==> config.mk <==
export PLATFORM = sky130hd
export DESIGN_NAME = microcode_sequencer_flat
export DESIGN_NICKNAME = d
export VERILOG_FILES = /design/src/rtl/microcode_sequencer_if.sv /design/src/rtl/microcode_sequencer.sv /design/src/flat_wrapper.sv
export SDC_FILE = /design/constraint.sdc
export NUM_CORES = 1
export LEC_CHECK = 0
export CORE_ASPECT_RATIO = 0.9
export CORE_MARGIN = 1
export CORE_UTILIZATION = 44
export DETAILED_ROUTE_END_ITERATION = 10
export GPL_ROUTABILITY_DRIVEN = 0
export PLACE_DENSITY = 0.84
export SYNTH_ARGS = -nofsm -noshare
export SYNTH_HDL_FRONTEND = slang
export SYNTH_SLANG_ARGS = --single-unit
==> constraint.sdc <==
create_clock -name clk -period 4 [get_ports clk]
set_input_delay 0.4 -clock clk [delete_from_list [all_inputs] [get_ports clk]]
set_output_delay 0.4 -clock clk [all_outputs]
set_load 0.05 [all_outputs]
==> src/rtl/microcode_sequencer_if.sv <==
// rtl/microcode_sequencer_if.sv - control-sequencer bus between IR/flags and control consumers
// Purpose: bundles the sequencer's opcode/flag inputs and control-word/status outputs.
// Ports (via modports):
//   master : drives enable, instruction, carry, zero; observes ctrlwrd, step, instr_done, halted
//   slave  : the sequencer side, the mirror of master
interface microcode_sequencer_if #(
    parameter int OPW   = 4,
    parameter int CWW   = 16,
    parameter int STEPS = 8
);
    localparam int STEPW = $clog2(STEPS);

    logic             enable;
    logic [OPW-1:0]   instruction;
    logic             carry;
    logic             zero;
    logic [CWW-1:0]   ctrlwrd;
    logic [STEPW-1:0] step;
    logic             instr_done;
    logic             halted;

    modport master (
        output enable, instruction, carry, zero,
        input  ctrlwrd, step, instr_done, halted
    );

    modport slave (
        input  enable, instruction, carry, zero,
        output ctrlwrd, step, instr_done, halted
    );
endinterface

==> src/rtl/microcode_sequencer.sv <==
// rtl/microcode_sequencer.sv - step counter plus microcode decode for the CPU controller
// Purpose: sequences fetch/execute micro-steps, ends each instruction on its own last step,
//          supports conditional jumps on carry/zero and a sticky halt left only by reset.
// Ports:
//   clk    : rising-edge clock
//   reset  : synchronous, active-high; forces ctrlwrd/instr_done to 0 while asserted
//   bus    : slave side of microcode_sequencer_if (enable, instruction, carry, zero in;
//            ctrlwrd, step, instr_done, halted out)
module microcode_sequencer #(
    parameter int OPW   = 4,
    parameter int CWW   = 16,
    parameter int STEPS = 8
) (
    input  logic                  clk,
    input  logic                  reset,
    microcode_sequencer_if.slave  bus
);
    localparam int STEPW = $clog2(STEPS);

    localparam logic [15:0] B_J   = 16'h0001;
    localparam logic [15:0] B_CO  = 16'h0002;
    localparam logic [15:0] B_CE  = 16'h0004;
    localparam logic [15:0] B_OI  = 16'h0008;
    localparam logic [15:0] B_BI  = 16'h0010;
    localparam logic [15:0] B_SU  = 16'h0020;
    localparam logic [15:0] B_SO  = 16'h0040;
    localparam logic [15:0] B_AO  = 16'h0080;
    localparam logic [15:0] B_AI  = 16'h0100;
    localparam logic [15:0] B_II  = 16'h0200;
    localparam logic [15:0] B_IO  = 16'h0400;
    localparam logic [15:0] B_RO  = 16'h0800;
    localparam logic [15:0] B_RI  = 16'h1000;
    localparam logic [15:0] B_MI  = 16'h2000;
    localparam logic [15:0] B_HLT = 16'h4000;
    localparam logic [15:0] B_FI  = 16'h8000;

    localparam logic [3:0] OP_LDA = 4'h1;
    localparam logic [3:0] OP_ADD = 4'h2;
    localparam logic [3:0] OP_SUB = 4'h3;
    localparam logic [3:0] OP_STA = 4'h4;
    localparam logic [3:0] OP_OUT = 4'h5;
    localparam logic [3:0] OP_JMP = 4'h6;
    localparam logic [3:0] OP_LDI = 4'h7;
    localparam logic [3:0] OP_JC  = 4'h8;
    localparam logic [3:0] OP_JZ  = 4'hB;
    localparam logic [3:0] OP_HLT = 4'hF;

    logic [STEPW-1:0] step_q, step_nxt;
    logic             halted_q, halted_nxt;
    logic [3:0]       op;
    logic [15:0]      cw_raw;
    logic             is_last;

    // Any set bit above the 4-bit opcode field turns the instruction into a NOP.
    generate
        if (OPW > 4) begin : g_wide_op
            assign op = (|bus.instruction[OPW-1:4]) ? 4'h0 : bus.instruction[3:0];
        end else begin : g_narrow_op
            assign op = bus.instruction[3:0];
        end
    endgenerate

    // State register
    always_ff @(posedge clk) begin
        if (reset) begin
            step_q   <= '0;
            halted_q <= 1'b0;
        end else begin
            step_q   <= step_nxt;
            halted_q <= halted_nxt;
        end
    end

    // Microcode decode: raw control word and last-step marker for the current step/opcode.
    // A step past an opcode's last step (opcode changed mid-instruction) decodes to 0.
    always_comb begin
        cw_raw  = 16'h0000;
        is_last = 1'b0;
        case (step_q)
            STEPW'(0): cw_raw = B_CO | B_MI;
            STEPW'(1): cw_raw = B_RO | B_II | B_CE;
            STEPW'(2): begin
                is_last = 1'b1;
                case (op)
                    OP_LDA, OP_ADD, OP_SUB, OP_STA: begin
                        cw_raw  = B_IO | B_MI;
                        is_last = 1'b0;
                    end
                    OP_OUT:  cw_raw = B_AO | B_OI;
                    OP_JMP:  cw_raw = B_IO | B_J;
                    OP_LDI:  cw_raw = B_IO | B_AI;
                    OP_JC:   cw_raw = bus.carry ? (B_IO | B_J) : 16'h0000;
                    OP_JZ:   cw_raw = bus.zero  ? (B_IO | B_J) : 16'h0000;
                    OP_HLT:  cw_raw = B_HLT;
                    default: cw_raw = 16'h0000;
                endcase
            end
            STEPW'(3): begin
                case (op)
                    OP_LDA: begin
                        cw_raw  = B_RO | B_AI;
                        is_last = 1'b1;
                    end
                    OP_ADD, OP_SUB: cw_raw = B_RO | B_BI;
                    OP_STA: begin
                        cw_raw  = B_AO | B_RI;
                        is_last = 1'b1;
                    end
                    default: cw_raw = 16'h0000;
                endcase
            end
            STEPW'(4): begin
                case (op)
                    OP_ADD: begin
                        cw_raw  = B_SO | B_AI | B_FI;
                        is_last = 1'b1;
                    end
                    OP_SUB: begin
                        cw_raw  = B_SO | B_SU | B_AI | B_FI;
                        is_last = 1'b1;
                    end
                    default: cw_raw = 16'h0000;
                endcase
            end
            default: cw_raw = 16'h0000;
        endcase
    end

    // Next-state logic
    always_comb begin
        step_nxt   = step_q;
        halted_nxt = halted_q;
        if (!halted_q && bus.enable) begin
            if (step_q == STEPW'(2) && op == OP_HLT) begin
                halted_nxt = 1'b1;
                step_nxt   = '0;
            end else if (is_last || step_q == STEPW'(STEPS - 1)) begin
                // The STEPS-1 term catches a runaway step when no last step was ever decoded.
                step_nxt = '0;
            end else begin
                step_nxt = step_q + STEPW'(1);
            end
        end
    end

    // Output logic: reset beats halt, halt beats enable.
    always_comb begin
        bus.ctrlwrd    = '0;
        bus.instr_done = 1'b0;
        if (reset) begin
            bus.ctrlwrd    = '0;
            bus.instr_done = 1'b0;
        end else if (halted_q) begin
            bus.ctrlwrd    = CWW'(B_HLT);
            bus.instr_done = 1'b0;
        end else if (bus.enable) begin
            bus.ctrlwrd    = CWW'(cw_raw);
            bus.instr_done = is_last;
        end
    end

    assign bus.step   = step_q;
    assign bus.halted = halted_q;
endmodule
==> src/flat_wrapper.sv <==
// flat-port wrapper written by rule: the top's interface ports become plain ports
module microcode_sequencer_flat 
#(
    parameter int OPW   = 4,
    parameter int CWW   = 16,
    parameter int STEPS = 8
)
  (clk, reset, bus_enable, bus_instruction, bus_carry, bus_zero, bus_ctrlwrd, bus_step, bus_instr_done, bus_halted);
  microcode_sequencer_if #(.OPW(OPW), .CWW(CWW), .STEPS(STEPS)) bus_i ();
  input  logic clk;
  input  logic reset;
  input wire logic [$bits(bus_i.enable)-1:0] bus_enable;
  input wire logic [$bits(bus_i.instruction)-1:0] bus_instruction;
  input wire logic [$bits(bus_i.carry)-1:0] bus_carry;
  input wire logic [$bits(bus_i.zero)-1:0] bus_zero;
  output wire logic [$bits(bus_i.ctrlwrd)-1:0] bus_ctrlwrd;
  output wire logic [$bits(bus_i.step)-1:0] bus_step;
  output wire logic [$bits(bus_i.instr_done)-1:0] bus_instr_done;
  output wire logic [$bits(bus_i.halted)-1:0] bus_halted;
  assign bus_i.enable = bus_enable;
  assign bus_i.instruction = bus_instruction;
  assign bus_i.carry = bus_carry;
  assign bus_i.zero = bus_zero;
  assign bus_ctrlwrd = bus_i.ctrlwrd;
  assign bus_step = bus_i.step;
  assign bus_instr_done = bus_i.instr_done;
  assign bus_halted = bus_i.halted;
  microcode_sequencer #(.OPW(OPW), .CWW(CWW), .STEPS(STEPS)) u_core (.clk(clk), .reset(reset), .bus(bus_i));
endmodule
Yosys cells after proc, flatten, opt, wreduce, memory -nomap -nowiden
Index checks and enable logic that the tools add are counted.

Add/subtract/negate cells: 1. Eq/ne operators: 15. Muxes and demuxes: 18. Reduce and logical (&&, ||, !) cells: 9.

Operator list (number): $pmux W16 S7 (1); $pmux W16 S5 (1); $mux W16 (3); $pmux W13 S3 (1); $pmux W16 S2 (1); $mux W11 (2); $eq A4 B3 Y1 const B (4); $eq A4 B4 Y1 const B (3); $eq A4 B2 Y1 const B (2); $eq A3 B2 Y1 const B (2); $eq A3 B3 Y1 const B (2); $mux W1 (6); $mux W3 (2); $eq A4 B1 Y1 const B (1); $reduce_or A2 Y1 (2); $reduce_or A4 Y1 (1); $add A3 B1 Y3 const B (1); $eq A3 B1 Y1 const B (1); $logic_not A3 Y1 (1); $pmux W1 S3 (1); $logic_and A1 B1 Y1 (2); $reduce_and A2 Y1 (1); $logic_not A1 Y1 (1); $logic_or A1 B1 Y1 (1).

Bits in registers: 4. Bits of input ports: 9. Output and inout bits: 21. Word-level logic and storage cells: 45.

Longest topological paths before layout
Word-level depth: 7. Mapped depth: 7. Mapped depth without buffers: 6.

Least setup slack after synthesis
Ideal clock, no wire load.

Path type: reg-to-output. Start point: reg u_core.step_q[2], in the netlist u_core.bus.step[2]. End point: out bus_ctrlwrd[5]. Data arrival time: 2.782 ns. Data required time: 3.600 ns. Setup slack: 0.818 ns. Stages on the path, launching flop included: 5. Cell sequence: dfxtp_1 > buf_2 > nand4bb_1 > nor3_1 > and2_1.

Word-level cells in the longest chain between the ends: 5. Elaborated cells on any way between the ends: 9. Classes of those cells: 4 x eq/ne; 4 x mux; 1 x reduce/logical.

RTL lines: from (decl) (line microcode_sequencer.sv:48) `logic [STEPW-1:0] step_q, step_nxt;`; from (signal assigned) (line microcode_sequencer.sv:69) `step_q <= step_nxt;`; $eq A3 B3 Y1 (tied with other cells) (line microcode_sequencer.sv:79) `case (step_q)`; $pmux W16 S5 (*) (line microcode_sequencer.sv:79); $mux W16 (*) (line microcode_sequencer.sv:156) `end else if (bus.enable) begin`; $mux W16 (*) (line microcode_sequencer.sv:153) `end else if (halted_q) begin`; $mux W16 (*) (line microcode_sequencer.sv:150) `if (reset) begin`; to (decl) (line flat_wrapper.sv:16) `output wire logic [$bits(bus_i.ctrlwrd)-1:0] bus_ctrlwrd;`.

Every way passes the cells marked *; elsewhere a longest branch is shown, timed or not.

Final worst setup path
Start point: reg u_core.step_q[0], in the netlist u_core.bus.step[0]. End point: out bus_instr_done.

Word-level cells in the longest chain between the ends: 5. Elaborated cells on any way between the ends: 7. Classes of those cells: 3 x eq/ne; 4 x mux.

RTL lines: $eq A3 B3 Y1 / $eq A3 B2 Y1 (equally long branches) (line microcode_sequencer.sv:79); $pmux W1 S3 (*) (line microcode_sequencer.sv:79); $mux W1 (*) (line microcode_sequencer.sv:156); $mux W1 (*) (line microcode_sequencer.sv:153); $mux W1 (*) (line microcode_sequencer.sv:150); to (decl) (line flat_wrapper.sv:18) `output wire logic [$bits(bus_i.instr_done)-1:0] bus_instr_done;`.

Marked as above.

==> metrics.cfg <==
[setup_path]
cp.arrival_ps = 2980
cp_max_fo = 6
critical_path_class = reg2out
timing.rr.start = u_core.bus.step[0]
r2r-end = u_core.bus.step[0]
path_common_cell = ha_1
crit_required_ps = 3600
cpPeakStageDelay_ps = 790
reg2reg_slack_ps = 1930
r2r_cells = 6
crit_chain = ha_1 -> ha_1 -> or3b_4 -> o22a_4 -> a221oi_4 -> o21a_1 -> clkdlybuf4s50_1
cp.depth = 7
critPathCaptureType = primary output
critPathTopFamily = buffers and inverters
critPathBufInv = 1
crit_path_top_delay_cell = clkdlybuf4s50_1
start_kind = flop

[global_routing]
grt_pass1_vias = 688
grt_pass1_wl_um = 3091
grt_max_degree = 14
track_usage_pct = 25.28
antenna_found_initial = 0
grt_overflow_total = 0

[pwr]
ir_worst_vdd_mv = 0.2399
pwr-share-clk_pct = 29.6
leakagePower_nw = 0.3327
powerDensity_nw_per_um2 = 195.4
p_total_mw = 0.1860
power.net_switching_mw = 0.07868
p_seq_share_pct = 24.7
p_comb_share_pct = 45.7
internal-power_mw = 0.1073
p_sw_share_pct = 42.30

[floorplanning]
start_util_pct = 50.57
core_area_sq_um = 1321
die_x_um = 43.08
num_rows = 12
die_area_sq_um = 1679
dieHeight_um = 38.97
io_pins = 30

[yosys]
ys_seq_elements = 4
synth_cells = 90
async_flop_share_pct = 0
yosysUniqueCellTypes = 37
syn_area_per_cell_sq_um = 7.424
synth_flop_cell = dfxtp_1
synth_edf_count = 0
synthesis.nets = 105
syn_area_sq_um = 668.1
ys_warn_count = 0
ys_seq_area_share_pct = 11.99

[final_layout]
drive_gt1_share_pct = 9.649
fin_nets = 131
insertedDiodeCount = 0
syn_to_final_growth_pct = 42.51
fin_util_pct = 72.06

[timing]
finalSetupViolations = 0
rsz0062_at_grt = false
period_share_pct = 84.55
finalHoldViolCount = 0
finalSetupTns_ps = 0
slew_viol_final = 0
worst_slew_pin_slew_ps = 626.8
clock_skew_ps = 9.024
layout_min_cycle_time_ps = 3382
max_slew_margin_pct = 58.13
max_freq_ghz = 0.2957

[flow_run]
maxCapViolCount = 0

[hold_path]
min_to = u_core.bus.step[1]
min_path_type = reg2reg
hold_depth = 2
hp-start = u_core.bus.step[1]

[detailed_routing]
wl_per_cell_um = 15.26
drt-total-wl_um = 1953
drtIter0Drc = 38
via_per_inst = 6.070
via_count = 777
detail-route-antenna-nets = 0
post-route-drc-count = 0
firstDrtPassIters = 4

[clock_tree]
path_clk_slew_ps = 40
root_buffer = clkbuf_4
cts_setup_buffers = 0
cts_sinks = 4
cts-resized-gates = 0
clockBufferDepth = 2
clk_latency_ps = 250
cts_tree = done
hold_buffers = 0
cts_buffers = 3
htreeDepth = 1

[status]
status = complete, no violations

[place]
portBuffers = 29
dp_hpwl_um = 1428

## power groups by stage
stage / sequential, mW / clock [mW] / combinational (mW)
after floorplan: 0.0526 / 0 / 0.0514
after global placement: 0.0462 / 0 / 0.0822
after detailed placement: 0.0461 / 0 / 0.0836
after CTS: 0.0458 / 0.0572 / 0.0845
after global routing: 0.0462 / 0.0600 / 0.0911
final: 0.0459 / 0.0550 / 0.0850
## cell families (layout without fill, tap and decap cells)
| family | Yosys count | after routing | share of synthesized area (%) |
|---|---|---|---|
| compound gates | 25 | 25 | 29.40 |
| flops | 4 | 4 | 11.99 |
| buf+inv | 15 | 39 | 10.86 |
| simple gates | 39 | 39 | 35.21 |
| fa+ha+maj | 6 | 6 | 11.24 |
| xor+xnor | 1 | 1 | 1.311 |
## Yosys cell counts (all sizes together) (2+ instances only)
cell type,instances,area (sq um)
nor2,3,11.26
buf,7,42.54
nand3,4,20.02
or3b,3,28.78
a21oi,8,40.04
ha,6,75.07
o21ai,4,20.02
o211ai,3,27.52
inv,7,26.28
nor3,8,40.04
dfxtp,4,80.08
nand4,2,12.51
o31ai,3,22.52
nor2b,3,18.77
nand2b,3,18.77
nand2,6,25.03
o21a,2,15.01
## area by class of cell
class,instances,area [sq um]
timing repair buffer,29,290.3
fill,113,369.1
multi-input combinational,71,515.5
tap,14,17.52
sequential,4,80.08
clock buffer,3,22.52
inverter,7,26.28
## sequential cells by signal (all words and copies together), names as in the netlist
name               flops
u_core.bus.step        3
u_core.bus.halted      1
## worst reg2reg max path, stage by stage, from the launching register on
cell and delay [ps]:
dfxtp_1 430, ha_1 270, ha_1 190, or3b_4 390, o22a_4 210, a221oi_4 310, o31ai_1 140
## stage by stage
step,instances,instance area [sq um],worst slack (ps),hold WS (ps)
floorplan,90,668.1,818.0,469.1
global placement,125,929.6,704.9,503.6
detailed placement,125,929.6,633.3,512.1
CTS,128,952.2,606.4,522.7
global route,128,952.2,503.6,544.1
finish,128,952.2,618.2,522.7
## layout by cell type, fill, tap and decap left out, drive strengths merged, types with 2 or more instances in the layout
| master | n |
|---|---|
| dfxtp | 4 |
| inv | 7 |
| a21oi | 8 |
| o21a | 2 |
| nand2b | 3 |
| clkbuf | 3 |
| or3b | 3 |
| o21ai | 4 |
| nand2 | 6 |
| nor3 | 8 |
| o31ai | 3 |
| nand3 | 4 |
| nor2b | 3 |
| nor2 | 3 |
| clkdlybuf4s50 | 29 |
| nand4 | 2 |
| ha | 6 |
| o211ai | 3 |
## how the worst max path moves through the flow
stage | from | to
2_1_floorplan | u_core.bus.step[2] | bus_ctrlwrd[5]
3_3_place_gp | bus_instruction[3] | bus_instr_done
3_5_place_dp | bus_instruction[3] | bus_instr_done
4_1_cts | u_core.bus.step[0] | bus_instr_done
5_1_grt | u_core.bus.step[0] | bus_instr_done
6_report | u_core.bus.step[0] | bus_instr_done
## metal layers
metal  share of wire, %  track usage [%]  vias up
li1                   -                -      372
met1                 43            31.22      357
met2                 46            42.80       42
met3                7.6            5.140        6
met4                2.6            11.36        0
met5                  0                0        -
Note: power is estimated with default switching activity, not from simulation.
